File: src/rtl/clock_irq.sv
// Interrupt unit for the clock/timer peripheral: latches the prescaler tick and
// counter-zero edges as pending events, then masks and gates them into one registered irq.
module clock_irq #(
  parameter int WIDTH = 32
) (
  input  logic             clk,
  input  logic             reset,
  input  logic [WIDTH-1:0] addr,
  input  logic [WIDTH-1:0] din,
  input  logic             wen,
  input  logic             cs,
  output logic [WIDTH-1:0] dout,
  input  logic             tick,
  input  logic [15:0]      zero,
  output logic             irq
);

  typedef enum logic [1:0] {
    REG_PEND = 2'd0,
    REG_MASK = 2'd1,
    REG_CTRL = 2'd2,
    REG_ID   = 2'd3
  } reg_sel_e;

  reg_sel_e    sel;
  logic        wr;
  logic [15:0] pend;
  logic [15:0] mask;
  logic        en;
  logic [15:2] zprev;
  logic [15:0] set;
  logic [15:0] clr;
  logic [15:0] masked;
  logic [4:0]  id_idx;
  logic [WIDTH-1:0] id_reg;

  // Upper address/data bits and zero[1:0] carry no meaning for this block.
  logic unused_bits;
  assign unused_bits = ^{addr[WIDTH-1:2], din[WIDTH-1:16], zero[1:0]};

  assign sel    = reg_sel_e'(addr[1:0]);
  assign wr     = cs & wen;
  assign masked = pend & mask;

  assign set[0]    = tick;
  assign set[1]    = tick & pend[0];
  assign set[15:2] = zero[15:2] & ~zprev;
  assign clr       = (wr && sel == REG_PEND) ? din[15:0] : 16'h0000;

  // NOTE: every always_comb output gets a default before any branch so no latch is inferred.
  always_comb begin
    id_idx = 5'h1F;
    // Scanning downward lets the lowest set bit overwrite higher ones.
    for (int i = 15; i >= 0; i--) begin
      if (masked[i]) id_idx = 5'(i);
    end
  end

  always_comb begin
    id_reg          = '0;
    id_reg[4:0]     = id_idx;
    id_reg[WIDTH-1] = |masked;
  end

  always_comb begin
    dout = '0;
    unique case (sel)
      REG_PEND: dout[15:0] = pend;
      REG_MASK: dout[15:0] = mask;
      REG_CTRL: dout[0]    = en;
      REG_ID:   dout       = id_reg;
    endcase
  end

  // NOTE: state registers use non-blocking assignments so every flop samples pre-edge values.
  always_ff @(posedge clk or negedge reset) begin
    if (!reset) begin
      pend  <= '0;
      mask  <= '0;
      en    <= 1'b0;
      irq   <= 1'b0;
      // Timer counters come out of reset at zero; all-ones here suppresses a false edge.
      zprev <= '1;
    end else begin
      zprev <= zero[15:2];
      pend  <= set | (pend & ~clr);
      irq   <= en & (|masked);
      if (wr && sel == REG_MASK) mask <= din[15:0];
      if (wr && sel == REG_CTRL) en   <= din[0];
    end
  end

endmodule

File: config.mk
export PLATFORM = sky130hd
export DESIGN_NAME = clock_irq
export DESIGN_NICKNAME = d
export VERILOG_FILES = /design/src/rtl/clock_irq.sv
export SDC_FILE = /design/constraint.sdc
export NUM_CORES = 1
export LEC_CHECK = 0
export BUFFER_PORTS_ARGS = -buffer_cell sky130_fd_sc_hd__buf_4
export CAP_MARGIN = 20
export CORE_MARGIN = 5
export CORE_UTILIZATION = 41
export DETAILED_ROUTE_END_ITERATION = 6
export HOLD_SLACK_MARGIN = 0.08
export PLACE_DENSITY = 0.76
export SYNTH_ARGS = -nofsm -noshare
export SYNTH_HDL_FRONTEND = slang
export SYNTH_SLANG_ARGS = --single-unit
export TNS_END_PERCENT = 10
File: constraint.sdc
create_clock -name clk -period 1.6 [get_ports clk]
set_input_delay 0.16 -clock clk [delete_from_list [all_inputs] [get_ports clk]]
set_output_delay 0.16 -clock clk [all_outputs]
set_load 0.01 [all_outputs]
### Yosys cells after proc, flatten, opt, wreduce, memory -nomap -nowiden

Index checks and enable logic that the tools add are counted.

| storage, ports and cells | value |
|---|---|
| register bits | 48 |
| input bits | 85 |
| output and inout port bits | 33 |
| logic and storage cells | 42 |

| cells by class | value |
|---|---|
| eq/ne operators | 3 |
| muxes and demuxes | 20 |
| bitwise gates (word level) | 9 |
| reductions and logical operators | 5 |

Operators with widths:

| cell | count |
|---|---|
| two-way mux 5 bit | 16 |
| case mux 15 bit (3 select lines) | 1 |
| bitwise AND 16 bit | 2 |
| two-way mux 16 bit | 2 |
| NOT 16 bit | 1 |
| bitwise OR 16 bit | 1 |
| OR reduction 16 bit | 1 |
| bitwise AND 14 bit | 1 |
| NOT 14 bit | 1 |
| equality test 2 bit, second input constant | 2 |
| case mux 1 bit (4 select lines) | 1 |
| bitwise AND 1 bit | 3 |
| logical AND 1 bit | 3 |
| equality test 2 x 1 -> 1 bit, second input constant | 1 |
| logical NOT 2 bit | 1 |

### Depth between registers and ports, before layout

| logic depth | value |
|---|---|
| depth after elaboration | 18 |
| depth in mapped cells | 5 |
| mapped depth without buffers | 4 |

### Worst setup path before layout

Ideal clock, no wire load.

| timing path | value |
|---|---|
| path type | register to output |
| start | register mask[1] |
| end | output dout[4] |
| arrival time | 1.517 ns |
| required time | 1.440 ns |
| setup slack | -0.077 ns |
| cell stages (with the launch flop) | 5 |
| buffers on the path | 0 |
| cells stage by stage | dfrtp_1 > a22o_1 > a221o_1 > or4_1 > o21ai_1 |

| between the ends | value |
|---|---|
| longest elaborated chain between the ends | 4 |

RTL lines:

| item | RTL line | text |
|---|---|---|
| from (decl) | 28 | `logic [15:0] mask;` |
| from (signal assigned) | 88 | `if (wr && sel == REG_MASK) mask <= din[15:0];` |
| bitwise AND 16 bit | 43 | `assign masked = pend & mask;` |
| two-way mux 5 bit (2 in series) | 55 | `if (masked[i]) id_idx = 5'(i);` |
| case mux 15 bit (3 select lines) | 67 | `unique case (sel)` |
| to (decl) | 12 | `output logic [WIDTH-1:0] dout,` |

Every way passes these cells.

### Final worst setup path

Ends and elaborated chain as after synthesis.

==> results_tabular.tex <==
\begin{tabular}{lr}
\hline
Metric & Value \\
\hline
\multicolumn{2}{l}{\textbf{Synth}} \\
XOR/XNOR share of the synthesized area & 0\% \\
Largest family of logic cells by synthesized area & multiplexers \\
Synth Instances & 213 \\
Count leader, synth & dfrtp\_1 \\
Top cell type by total area after synthesis & dfrtp\_1 \\
Biggest area contributors in the synthesized netlist & dfrtp\_1 36\%, dfstp\_2 16\%, mux2\_2 8.1\% \\
EDFF count, synth & 0 \\
Syn Area/Cell & 11.03 um2 \\
Synth Cell Area & 2350 um2 \\
Ranking of synthesized cells by instance count & 34 x dfrtp\_1, 27 x nand2\_1, 17 x a22o\_1, 17 x mux2\_2, 16 x buf\_4 \\
Flip-flop and latch count after synthesis & 48 \\
Yosys warns & 0 \\
Fraction of synthesized area in multiplexers & 14.54\% \\
Adder-Cell Fraction of Synth Area & 0\% \\
Number of distinct library cell variants in the gate-level netlist after synthesis & 38 \\
Seq/Total Area, Yosys & 51.86\% \\
Share of Yosys cell area claimed by the top area cell type & 36.21\% \\
Most frequently used flop master after synthesis & dfrtp\_1 \\
Fraction of synthesis flops using an asynchronous set or reset pin & 100.0\% \\
Simple-gate share of the synthesized area & 10.70\% \\
Complex-gate fraction of the synthesized area & 14.43\% \\
\multicolumn{2}{l}{\textbf{Placement}} \\
HPWL after detailed placement & 4.348 mm \\
Global placer's final weighted congestion & 0.9189 \\
Instance area after placement & 3052 um2 \\
I/O Buffers & 54 \\
Place WS & -0.2079 ns \\
Post-placement cell count & 371 \\
\multicolumn{2}{l}{\textbf{Floorplanning}} \\
IO Count & 118 \\
Standard cell core area & 5540 um2 \\
Starting density of the core & 42.41\% \\
Die boundary height & 85.71 um \\
Die Span X & 85.71 um \\
Number of placement rows & 27 \\
Die area & 7345 um2 \\
\multicolumn{2}{l}{\textbf{Global routing}} \\
Total routing resource utilization after global routing & 16.72\% \\
Grt ovf & 0 \\
Initial antenna violation count & 0 \\
Via count of the first global-routing pass & 2,001 \\
Largest net degree at the start of global routing & 49 \\
Global-route wire length before repair & 9.846 mm \\
\multicolumn{2}{l}{\textbf{Clocking}} \\
Number of clock sinks & 48 \\
\# Post-CTS Setup Buffers & 0 \\
Clock-pin transition on the worst setup and hold timing paths & 0.08 ns \\
Root Buffer & clkbuf\_8 \\
Clock latency at the later pin of the worst-skew pair & 0.29 ns \\
Clk buf depth & 2 \\
TritonCTS clock tree & built \\
H-tree Lvls & 2 \\
Clock buffer count from CTS & 5 \\
\multicolumn{2}{l}{\textbf{Power}} \\
Tot Pwr & 3.120 mW \\
Leakage & 1.598 nW \\
Net switching power & 0.8978 mW \\
P\_int & 2.222 mW \\
Switching portion of total power & 28.78\% \\
Combinational fraction of design power & 31.7\% \\
Power density over cell area & 942.4 nW/um2 \\
Worst ir drop on vdd & 464.7 uV \\
Register share of total power & 46.6\% \\
Clk pwr share & 21.7\% \\
\multicolumn{2}{l}{\textbf{Setup path}} \\
Delay of the slowest cell on the worst path & 0.52 ns \\
Cell type group with the largest total delay on the critical path & compound AO/OA/AOI/OAI gates \\
Start-to-end type of the worst setup path & reg -> out \\
Cell-by-cell listing of the critical path & a22o\_1, a221o\_1, or4\_4, o21ai\_2, buf\_4 \\
Startpoint kind of the worst setup timing path & flop \\
Number of cells traversed by the worst register-to-register path & 5 \\
Largest fanout of any net on the critical path & 3 \\
Endpoint required time on the critical path & 1.44 ns \\
Cell depth of the worst setup path & 5 \\
Setup crit end kind & output pin \\
Worst Path Arrival & 1.97 ns \\
Cell at the slowest stage of the critical path & or4\_4 \\
Crit path buffers/inverters & 1 \\
\multicolumn{2}{l}{\textbf{Route}} \\
Number of remaining DRC errors & 0 \\
Drt first-iter violations & 84 \\
Average vias per placed instance & 4.995 \\
Routed wirelength normalized by instance count & 14.72 um \\
Total wire length after detailed routing & 5.798 mm \\
Vias after detailed routing & 1,968 \\
Routed Antenna Nets & 0 \\
TritonRoute pass-1 iters & 5 \\
\multicolumn{2}{l}{\textbf{Timing}} \\
Final setup skew & 0.005824 ns \\
Actual transition at the worst max-transition pin & 0.6007 ns \\
Final Setup Violations & 6 \\
Hold Violations, Final & 0 \\
Worst Hold Slack & 0.1066 ns \\
Final cycle utilization of the critical path & 133.0\% \\
Achievable Freq & 469.8 MHz \\
RSZ-0062 raised after global routing & yes \\
Max-Slew Margin vs Limit & 59.95\% \\
Post-route minimum period & 2.129 ns \\
Minimum setup slack in the final design & -0.5286 ns \\
Max-slew violation total from the final report & 0 \\
\multicolumn{2}{l}{\textbf{Layout}} \\
Fraction of layout instances using a drive strength above 1 & 42.86\% \\
Number of nets in the layout & 407 \\
Number of cells in the finished layout apart from fillers & 394 \\
Design Area, Final & 3311 um2 \\
Growth of design area from synthesis to finish & 40.89\% \\
Final antenna diode count & 0 \\
\multicolumn{2}{l}{\textbf{Status}} \\
Result of the run & finished with violations \\
Violated checks & setup timing \\
\multicolumn{2}{l}{\textbf{Hold path}} \\
Classification of the worst-slack hold path & in -> reg \\
Hold Crit Depth & 2 \\
\multicolumn{2}{l}{\textbf{Run}} \\
Max-cap viol count & 0 \\
\hline
\end{tabular}
==> metal layers <==
layer  routed length (um)  track usage [%]
met3                  321            4.227
met1                 2637            23.04
met2                 2753            26.55
met4                   85            3.885
met5                    0                0
==> final cells by class <==
| type | count | area (um2) |
|---|---|---|
| fill | 478 | 2230 |
| sequential | 48 | 1219 |
| multi-input combinational | 144 | 1013 |
| clock inverter | 1 | 5.005 |
| timing repair buffer | 109 | 858.3 |
| tap | 72 | 90.09 |
| clock buffer | 6 | 72.57 |
| inverter | 14 | 52.55 |
==> worst paths after layout <==
kind / start / to / slack [ns]
min: din[13] / mask[13]$_DFFE_PN0P_ / 0.11
max reg2reg: mask[1]$_DFFE_PN0P_ / irq$_DFF_PN0_ / 0.07
min in group asynchronous: reset / pend[10]$_DFF_PN0_ / 0.40
min reg2reg: en$_DFFE_PN0P_ / irq$_DFF_PN0_ / 0.55
max in group asynchronous: reset / pend[0]$_DFF_PN0_ / 0.78
max: mask[1]$_DFFE_PN0P_ / dout[4] / -0.53
==> power groups by stage <==
stage / Combinational (mW) / Sequential, mW / Clock (mW)
after global routing: 1.09 / 1.47 / 0.749
final: 0.989 / 1.46 / 0.676
after global placement: 0.930 / 1.47 / 0
after floorplan: 0.453 / 1.49 / 0
after CTS: 0.992 / 1.46 / 0.706
after detailed placement: 0.945 / 1.47 / 0
==> placed cells by master (no fill, tap or decap), types with 4 or more instances in the layout <==
cell and count:
dlygate4sd3_1 16, conb_1 15, mux2_2 17, nor2_1 14, dfrtp_1 34, nand2_1 27, buf_4 93, clkbuf_8 5
mux2i_1 15, inv_1 14, a22oi_1 4, dfstp_2 14, a22o_1 17
==> through the flow <==
step,TNS (ns),util [%]
6_report,-2.292,59.76
5_1_grt,-2.856,59.76
4_1_cts,-2.328,59.69
3_5_place_dp,-0.5761,55.08
3_3_place_gp,-0.4761,55.08
2_1_floorplan,-0.05353,-
==> cells by family (layout without fill, tap and decap cells) <==
group                  count (synthesis)  in the layout
AO/OA/AOI/OAI                         41             41
other                                  1             15
AND/OR/NAND/NOR                       56             56
flip-flops                            48             48
multiplexers                          32             32
buffers and inverters                 35            130
==> flip-flops by register name, indices dropped and copies added, names as in the netlist <==
signal	cells
en	1
mask	16
zprev	14
irq	1
pend	16
==> timing repair <==
| action | in CTS | in global routing |
|---|---|---|
| endpoints found under the setup margin | 6 | 7 |
| hold buffers | 16 | 0 |
| pin swaps | 1 | 0 |
| endpoints found under the hold margin | 49 | 0 |
| resized for setup | 3 | 1 |
(Power assumes the default switching activity.)
